`config.mk`:
```
export PLATFORM = sky130hd
export DESIGN_NAME = alu_cmd_sequencer
export DESIGN_NICKNAME = d
export VERILOG_FILES = /design/src/rtl/alu_cmd_sequencer.sv
export SDC_FILE = /design/constraint.sdc
export NUM_CORES = 1
export LEC_CHECK = 0
export ABC_AREA = 1
export CORE_AREA = 2 2 63 65
export CTS_CLUSTER_DIAMETER = 150
export DETAILED_ROUTE_END_ITERATION = 16
export DIE_AREA = 0 0 65 67
export PLACE_DENSITY_LB_ADDON = 0.3
export SETUP_SLACK_MARGIN = 0.5
export SLEW_MARGIN = 20
export SYNTH_ARGS = -nofsm -noshare
export SYNTH_HDL_FRONTEND = slang
export SYNTH_SLANG_ARGS = --single-unit
```
`constraint.sdc`:
```
create_clock -name clk -period 1.8 [get_ports clk]
set_clock_uncertainty 0.2 [all_clocks]
set_input_delay 0.27 -clock clk [delete_from_list [all_inputs] [get_ports clk]]
set_output_delay 0.27 -clock clk [all_outputs]
set_load 0.02 [all_outputs]
```
`src/rtl/alu_cmd_sequencer.sv`:
```
// Command sequencer for a combinational 4-bit ALU: latches a command, holds the
// operands for SETTLE_CYCLES, captures the ALU outputs and returns them over a response handshake.
module alu_cmd_sequencer #(
    parameter int SETTLE_CYCLES = 1,
    parameter int CNT_W         = 8
) (
    input  logic             clk,
    input  logic             rst_n,
    input  logic             cmd_valid,
    output logic             cmd_ready,
    input  logic [2:0]       cmd_op,
    input  logic [3:0]       cmd_a,
    input  logic [3:0]       cmd_b,
    input  logic             cmd_cin,
    output logic [3:0]       alu_a,
    output logic [3:0]       alu_b,
    output logic             alu_cin,
    output logic [2:0]       alu_opp,
    input  logic [3:0]       alu_result,
    input  logic             alu_carry,
    input  logic             alu_overflow,
    output logic             rsp_valid,
    input  logic             rsp_ready,
    output logic [3:0]       rsp_result,
    output logic             rsp_carry,
    output logic             rsp_overflow,
    output logic             rsp_err,
    output logic             sticky_ovf,
    input  logic             sticky_clr,
    output logic [CNT_W-1:0] op_count
);

    typedef enum logic [1:0] {IDLE, DRIVE, RESP} state_t;

    localparam logic [3:0] SETTLE_LD = 4'(SETTLE_CYCLES - 1);

    state_t     state, state_nxt;
    logic [3:0] settle_cnt;
    logic       accept, legal, capture, rsp_hs, logic_op;

    // cmd_ready is gated by rst_n so it stays low while reset is held
    assign cmd_ready = (state == IDLE) && rst_n;
    assign rsp_valid = (state == RESP);
    assign accept    = cmd_valid && cmd_ready;
    assign legal     = ~cmd_op[2];
    assign capture   = (state == DRIVE) && (settle_cnt == 4'd0);
    assign rsp_hs    = (state == RESP) && rsp_ready;
    // AND/OR leave carry/overflow undriven on the ALU side
    assign logic_op  = alu_opp[1];

    always_comb begin
        state_nxt = state;
        case (state)
            IDLE:    if (accept) state_nxt = legal ? DRIVE : RESP;
            DRIVE:   if (settle_cnt == 4'd0) state_nxt = RESP;
            RESP:    if (rsp_ready) state_nxt = IDLE;
            default: state_nxt = IDLE;
        endcase
    end

    always_ff @(posedge clk or negedge rst_n) begin
        if (!rst_n) state <= IDLE;
        else        state <= state_nxt;
    end

    always_ff @(posedge clk or negedge rst_n) begin
        if (!rst_n) begin
            settle_cnt <= 4'd0;
        end else if (accept) begin
            settle_cnt <= SETTLE_LD;
        end else if (state == DRIVE && settle_cnt != 4'd0) begin
            settle_cnt <= settle_cnt - 4'd1;
        end
    end

    always_ff @(posedge clk or negedge rst_n) begin
        if (!rst_n) begin
            alu_a   <= 4'd0;
            alu_b   <= 4'd0;
            alu_cin <= 1'b0;
            alu_opp <= 3'd0;
        end else if (accept) begin
            alu_a   <= cmd_a;
            alu_b   <= cmd_b;
            alu_cin <= cmd_cin;
            alu_opp <= cmd_op;
        end
    end

    always_ff @(posedge clk or negedge rst_n) begin
        if (!rst_n) begin
            rsp_result   <= 4'd0;
            rsp_carry    <= 1'b0;
            rsp_overflow <= 1'b0;
            rsp_err      <= 1'b0;
        end else if (accept && !legal) begin
            rsp_result   <= 4'd0;
            rsp_carry    <= 1'b0;
            rsp_overflow <= 1'b0;
            rsp_err      <= 1'b1;
        end else if (capture) begin
            rsp_result   <= alu_result;
            rsp_carry    <= logic_op ? 1'b0 : alu_carry;
            rsp_overflow <= logic_op ? 1'b0 : alu_overflow;
            rsp_err      <= 1'b0;
        end
    end

    // set has priority over clear
    always_ff @(posedge clk or negedge rst_n) begin
        if (!rst_n) begin
            sticky_ovf <= 1'b0;
        end else if (capture && !logic_op && alu_overflow) begin
            sticky_ovf <= 1'b1;
        end else if (sticky_clr) begin
            sticky_ovf <= 1'b0;
        end
    end

    always_ff @(posedge clk or negedge rst_n) begin
        if (!rst_n)      op_count <= '0;
        else if (rsp_hs) op_count <= op_count + 1'b1;
    end

endmodule

```
# Yosys cells after proc, flatten, opt, wreduce, memory -nomap -nowiden

Index checks and enable logic that the tools add are counted.

$add $sub $neg: 2
Equality and inequality tests: 5
Multiplexer cells: 19
Reductions and logical operators: 16

Operators with widths:

| cell                  | count |
|---|---|
| $mux W4               | 4 |
| $mux W1               | 10 |
| $add A8 B1 Y8 const B | 1 |
| $logic_and A1 B1 Y1   | 8 |
| $mux W2               | 4 |
| $pmux W2 S3           | 1 |
| $reduce_bool A2 Y1    | 3 |
| $logic_not A4 Y1      | 1 |
| $ne A2 B2 Y1 const B  | 2 |
| $reduce_bool A4 Y1    | 1 |
| $sub A4 B1 Y4 const B | 1 |
| $reduce_and A3 Y1     | 1 |
| $eq A2 B1 Y1 const B  | 1 |
| $eq A2 B2 Y1 const B  | 1 |
| $logic_not A2 Y1      | 1 |
| $ne A2 B1 Y1 const B  | 1 |
| $logic_not A1 Y1      | 1 |

Bits in registers: 34

# Logic depth before layout (Yosys ltp)

Gate-level depths: netlist (run 1).

Depth after elaboration: 5
Mapped depth: 8
Gate-level depth less buffers: 8

# Worst setup path after synthesis (run 1)

OpenSTA, ideal clock, no wires.

Kind: register to output
From: reg state[1]
To: out cmd_ready
Data arrival time: 0.957 ns
Data required time: 1.330 ns
Setup slack: 0.373 ns
Cell stages (with the launch flop): 4
Path through: dfrtp_1 > nor2_2 > inv_1 > nor2_1

Cells in the longest elaborated chain, start to end: 2

Ends and longest elaborated chain:

| what                   | line | source |
|---|---|---|
| from (decl)            | 37   | `state_t state, state_nxt;` |
| from (signal assigned) | 63   | `else state <= state_nxt;` |
| $logic_not A2 Y1       | 42   | `assign cmd_ready = (state == IDLE) && rst_n;` |
| $logic_and A1 B1 Y1    | 42   |  |
| to (decl)              | 10   | `output logic cmd_ready,` |

No other way between the ends.

# Final worst setup path (run 1)

From: reg state[0]
To: out cmd_ready

The elaborated chain is that of the path after synthesis.

==> summary.txt, run 1 <==
Global routing
  • Vias in the first global route: between 1,500 and 2,000
  • GRT overflow: 0
  • First-pass GRT wire length: about 7200 um
  • Total GRT Usage: 21.9%
  • Largest net degree at the start of global routing: 35
  • Initial antenna violation count: 0

Critical path
  • Worst-path fanout max: 2
  • Crit path capture type: output pin
  • Critical path arrival: around 1.1 ns
  • CP Class: register to output pin
  • Startpoint Class: register
  • CP required: between 1 and 1.5 ns

Floorplanning
  • Initial Utilization: around 44%
  • Die Wd: 65 um
  • Io pins: 53
  • Die height: roughly 67 um
  • Die ar.: between 4000 and 5000 sq um
  • CORE AREA: 3610 sq um
  • Cell Rows: 22

Synthesis
  • Post-synth top cells: 85 x nand2_1, 34 x dfrtp_1, 18 x inv_1, 12 x nand3_1, 9 x nor2_1
  • Sequential fraction of the synthesis area: 53.5%
  • Post-synthesis instance total: 188
  • Mean post-synth cell area: around 8.5 sq um
  • Asr flop ratio synth: between 90% and 100%
  • Synthesized area: 1590 sq um
  • Ys flop type: dfrtp_1
  • Top cells by area, synth: dfrtp_1 53%, nand2_1 20%, inv_1 4.2%, nand3_1 3.8%, xor2_1 2.8%
  • Synth Warn #: 0
  • Cell taking the most area after synthesis: dfrtp_1
  • Mapped Nets: roughly 210
  • Synth top area share: 53.5%
  • Synth Register Bits: 34
  • Most common cell in the netlist: nand2_1
  • Synth cell types: 20
  • Number of synthesized flops with an enable pin: 0

Timing
  • Hold Vio Cnt, Final: 0
  • Least-Margin Pin Slew: approximately 0.44 ns
  • Slew HR: a little under three quarters
  • Crit share post-route: roughly 87%
  • Fin Setup TNS: 0 ns
  • Fmax: 641 MHz
  • Final setup vio count: 0
  • Tmin final: 1.56 ns
  • Final Max Tran Viols: 0
  • Setup repair after global routing missed its margin: true

Drt
  • WL/cell: about 13 um
  • Vias per std cell: ~4.7
  • Routed WL: 4380 um
  • 1st-iter DRT viols: between 90 and 100
  • Drt pass-1 iters: 4
  • DRC: 0
  • Routed Antenna Nets: 0
  • DR vias: between 1,500 and 2,000

Clock tree
  • Clock Pin Slew Worst Setup and Hold Paths: about 0.070 ns
  • H-tree Lvls: 2
  • Clock Sinks: 34
  • Clock latency at the later pin of the worst-skew pair: between 0.2 and 0.3 ns
  • TritonCTS clock tree: done
  • Root Driver: clkbuf_8
  • Clock Path Buffers: 2
  • TritonCTS buffer count: 5

Cells and area
  • Multi-input logic area: about 840 sq um
  • Sequential cell area: about 850 sq um
  • Core Util, Final: about 79%
  • Layout cell share with drive strength beyond 1: a little under half
  • Final Net Count: about 320
  • Synthesis-to-layout area growth: 79.9%
  • N_diodes: 0
  • Number of fill cells in the layout: between 200 and 250

Placed design
  • Routability cong.: ~0.75
  • Final HPWL from detailed placement: 2390 um
  • IO Port Bufs: 52

Power
  • Worst vdd rail ir drop: between 1 and 1.5 mV
  • PD cells: between 1500 and 2000 nW/um^2
  • Leakage Power: about 1.5 nW

Outcome
  • Status: finished, final reports clean

Worst hold path
  • Hold WC Path Type: input pin to register

Job
  • MaxCap Viol Count: 0
[worst max-delay path, stage by stage (launching register included)]
cell and delay (ns):
dfrtp_1 0.39, nor2_2 0.13, inv_1 0.07, nor2_2 0.09
buf_6 0.12
[flip-flops by register name, indices dropped and copies added (netlist names)]
name and count:
rsp_overflow 1, alu_a 4, rsp_err 1, rsp_result 4, alu_b 4, rsp_carry 1, settle_cnt 4, sticky_ovf 1
op_count 8, alu_opp 3, state 2, alu_cin 1
[final timing paths]
| kind | from | to | slack (ns) | cells after the start |
|---|---|---|---|---|
| worst min register to register | alu_cin$_DFFE_PN0N_ | alu_cin$_DFFE_PN0N_ | 0.30 | 2 |
| min in group asynchronous | rst_n | state[0]$_DFFE_PN0P_ | 0.42 | 3 |
| worst max-delay path | state[0]$_DFFE_PN0P_ | cmd_ready | 0.24 | 4 |
| worst max register to register | state[0]$_DFFE_PN0P_ | rsp_overflow$_DFFE_PN0P_ | 0.26 | 7 |
| max in group asynchronous | rst_n | op_count[0]$_DFFE_PN0P_ | 0.63 | 3 |
| worst min-delay path | rst_n | state[0]$_DFFE_PN0P_ | 0.28 | 5 |
[routing by layer]
metal	vias up	GRT usage, %	share of wire, %
met5	-	0	0
met4	0	5.32	0.59
met3	4	6.42	5.8
met2	53	38.8	51
met1	758	26.1	43
li1	783	-	-
[final cells by class]
class | count | area share, %
timing repair buffer | 97 | 33.0
tap | 48 | 2.10
sequential | 34 | 29.9
clock buffer | 8 | 2.80
multi-input combinational | 133 | 29.2
inverter | 21 | 3.02
[logic make-up (layout without fill, tap and decap cells)]
group | after synthesis | in the layout | share of synthesized area [%]
buffers and inverters | 23 | 126 | 5.97
and+or+nand+nor | 119 | 121 | 34.1
DFF | 34 | 34 | 53.5
adders and majority gates | 3 | 3 | 2.36
xor gates and xnor gates | 5 | 5 | 2.75
AOI/OAI and AO/OA | 4 | 4 | 1.34
[per-stage QoR]
step	hold WS [ns]	instance area [sq um]	setup WS, ns	instances	total power [mW]
final	0.284	2860	0.240	341	4.67
after global routing	0.320	2860	0.196	341	4.95
after CTS	-0.113	2700	0.239	333	4.32
after detailed placement	0.198	2250	0.0679	292	3.21
after global placement	0.203	2250	0.0731	292	3.19
after floorplan	-0.226	1650	0.452	188	2.38
[cell usage in the layout, fill, tap and decap left out, types with 2 or more instances in the layout]
master and instances:
nand2_8 2, inv_2 9, nand3_1 4, buf_2 2, nand4_1 2, nor2_1 6, buf_6 36, nand2_4 3
ha_4 2, dfrtp_1 31, buf_4 35, nor2_4 6, nand2_1 69, clkbuf_1 3, nand3_2 8, clkdlybuf4s50_1 21
dfrtp_2 3, nor2_2 2, clkbuf_8 5, nand2_2 15, inv_1 11, o21ai_1 2, nand3_4 3, xor2_1 5
[where the power goes]
group | internal (mW) | switching [mW] | leakage (nW)
logic | 1.41 | 1.35 | 0.999
registers | 1.09 | 0.284 | 0.434
clock network | 0.275 | 0.261 | 0.0395
[timing repair]
item,4_1_cts,5_1_grt
hold endpoints to repair,34,34
setup buffers,29,7
gates cloned,4,0
setup endpoints to repair,63,64
resized for setup,195,31
pin swaps,13,1
No activity file was read; power rests on OpenSTA's default activity.
==> inputs of run 2 (changes only) <==
- CORE_AREA: 2 2 63 65 -> 2 2 71 73
- DIE_AREA: 0 0 65 67 -> 0 0 73 75
- GPL_TIMING_DRIVEN: default -> 0
==> summary.txt, run 2 (synthesis gave the netlist of run 1 again) <==
Drt
  • Routed WL: approximately 4200 um
  • Routed Antenna Nets: 0
  • DRC: 0
  • DR vias: 1,564
  • Drt pass-1 iters: 4
  • 1st-iter DRT viols: 36
  • WL/cell: between 10 and 15 um
  • Vias per std cell: 4.55

Critical path
  • Crit path buffers/inverters: 2
  • Worst-path fanout max: 2
  • Flop2flop setup slack: between 0.2 and 0.3 ns
  • Slowest cell on the critical path: dfrtp_2
  • CP Class: register to output pin
  • Crit path cell chain: nor2_4 > inv_1 > nor2_2 > buf_4
  • CP required: 1.33 ns
  • Critical path arrival: around 1.1 ns
  • Crit path largest cell delay: ~0.43 ns
  • Crit path capture type: output pin
  • Delay-heaviest family, CP: flip-flops
  • Startpoint Class: register

Clock tree
  • Clock Pin Slew Worst Setup and Hold Paths: roughly 0.080 ns
  • TritonCTS clock tree: done
  • Root Driver: clkbuf_8
  • H-tree Lvls: 2
  • Clock latency at the later pin of the worst-skew pair: roughly 0.29 ns
  • TritonCTS buffer count: 5
  • Clock Path Buffers: 2
  • Clock Sinks: 34

Floorplanning
  • CORE AREA: 4660 sq um
  • Die Wd: approximately 73 um
  • Initial Utilization: around 34%
  • Die ar.: 5480 sq um
  • Io pins: 53
  • Die height: approximately 75 um
  • Cell Rows: 25

Power
  • Leakage Power: between 1.5 and 2 nW
  • Worst vdd rail ir drop: 1.00 mV
  • PD cells: 1630 nW/um^2

Cells and area
  • Most frequent cells in the layout: 63 x nand2_1, 42 x buf_6, 29 x dfrtp_1
  • Most common cell after layout, fill and taps aside: nand2_1
  • Final Net Count: approximately 320
  • Layout cell share with drive strength beyond 1: between 40% and 50%
  • N_diodes: 0
  • Core Util, Final: approximately 64%
  • Synthesis-to-layout area growth: 88.0%
  • Largest Register: op_count
  • Max FFs per register: 8
  • Post-route cell area: around 3000 sq um
  • Number of fill cells in the layout: 350

Timing
  • Least-Margin Pin Slew: 0.465 ns
  • Final setup vio count: 0
  • Fmax: approximately 630 MHz
  • Slew HR: 68.9%
  • Hold WS: -0.350 ns
  • Crit share post-route: between 80% and 90%
  • Final Max Tran Viols: 0
  • Hold Vio Cnt, Final: 34
  • Fin Setup TNS: 0 ns
  • Setup repair after global routing missed its margin: true
  • Tmin final: ~1.6 ns

Global routing
  • Initial antenna violation count: 0
  • First-pass GRT wire length: around 6900 um
  • GRT overflow: 0
  • GR Util met2: a little over a quarter
  • Largest net degree at the start of global routing: 21
  • GRT met3 Usage: 4.42%
  • Met1 global-route usage: between 20% and 30%
  • Total GRT Usage: between 15 and 20%
  • Top Usage Layer GRT: met2
  • Vias in the first global route: between 1,500 and 2,000

Placed design
  • Routability cong.: roughly 0.73
  • IO Port Bufs: 52
  • Final HPWL from detailed placement: around 2500 um
  • Area after DPL: ~2300 sq um

Worst hold path
  • Hold WC Path Type: input pin to asynchronous set/reset pin

Job
  • MaxCap Viol Count: 0

Outcome
  • Status: finished with violations
  • Failing checks: hold timing
## run 2: cell types whose count changed in the layout (fill, tap and decap cells not counted), sizes merged
cell / previous run / this run
clkbuf: 8 / 7
buf: 75 / 73
bufinv: 0 / 1
dlygate4sd3: 1 / 0
inv: 21 / 19
clkinv: 0 / 2
## run 2: layout make-up
type | instances | area [sq um] | area share [%]
repair buffers | 92 | 947 | 31.7
multi-input cells | 133 | 881 | 29.4
flip-flops and latches | 34 | 857 | 28.6
inverters | 21 | 106 | 3.55
clock buffers | 7 | 76.3 | 2.55
well taps | 54 | 67.6 | 2.26
clock inverters | 1 | 30.0 | 1.00
plain buffers | 2 | 26.3 | 0.878
## run 2: final timing paths
kind | start | end | cells after the start
worst min-delay path | rst_n | settle_cnt[3]$_DFFE_PN0P_ | 1
worst min register to register | alu_b[1]$_DFFE_PN0N_ | alu_b[1]$_DFFE_PN0N_ | 2
min in group clk | alu_b[1]$_DFFE_PN0N_ | alu_b[1]$_DFFE_PN0N_ | 2
worst max register to register | state[0]$_DFFE_PN0P_ | rsp_carry$_DFFE_PN0P_ | 7
worst max-delay path | state[0]$_DFFE_PN0P_ | cmd_ready | 4
max in group asynchronous | rst_n | settle_cnt[1]$_DFFE_PN0P_ | 2
## run 2: report_power, final
group	leakage (nW)	switching [mW]	internal, mW
logic	1.03	1.34	1.45
clock network	0.0524	0.284	0.415
registers	0.431	0.288	1.09
## run 2: what timing repair did
item	4_1_cts	5_1_grt
gates cloned	4	0
hold endpoints to repair	34	34
setup buffers	26	11
setup endpoints to repair	59	64
resized for setup	197	56
pin swaps	12	20
## run 2: per-layer routing
metal | part of all wire (%) | vias up | wire length [um]
met5 | 0 | - | 0
met4 | 1.8 | 0 | 76
met3 | 4.9 | 8 | 206
met2 | 52 | 45 | 2180
met1 | 41 | 728 | 1740
li1 | - | 783 | -
## run 2: through the flow
step	hold WS (ns)	setup slack, ns	total power, mW	cells
after global placement	0.262	-1.61	3.14	294
after global routing	-0.340	0.139	5.18	344
after detailed placement	0.0403	-0.369	3.18	295
final	-0.350	0.207	4.87	344
after CTS	-0.346	0.188	4.43	333
after floorplan	-0.226	0.452	2.38	188
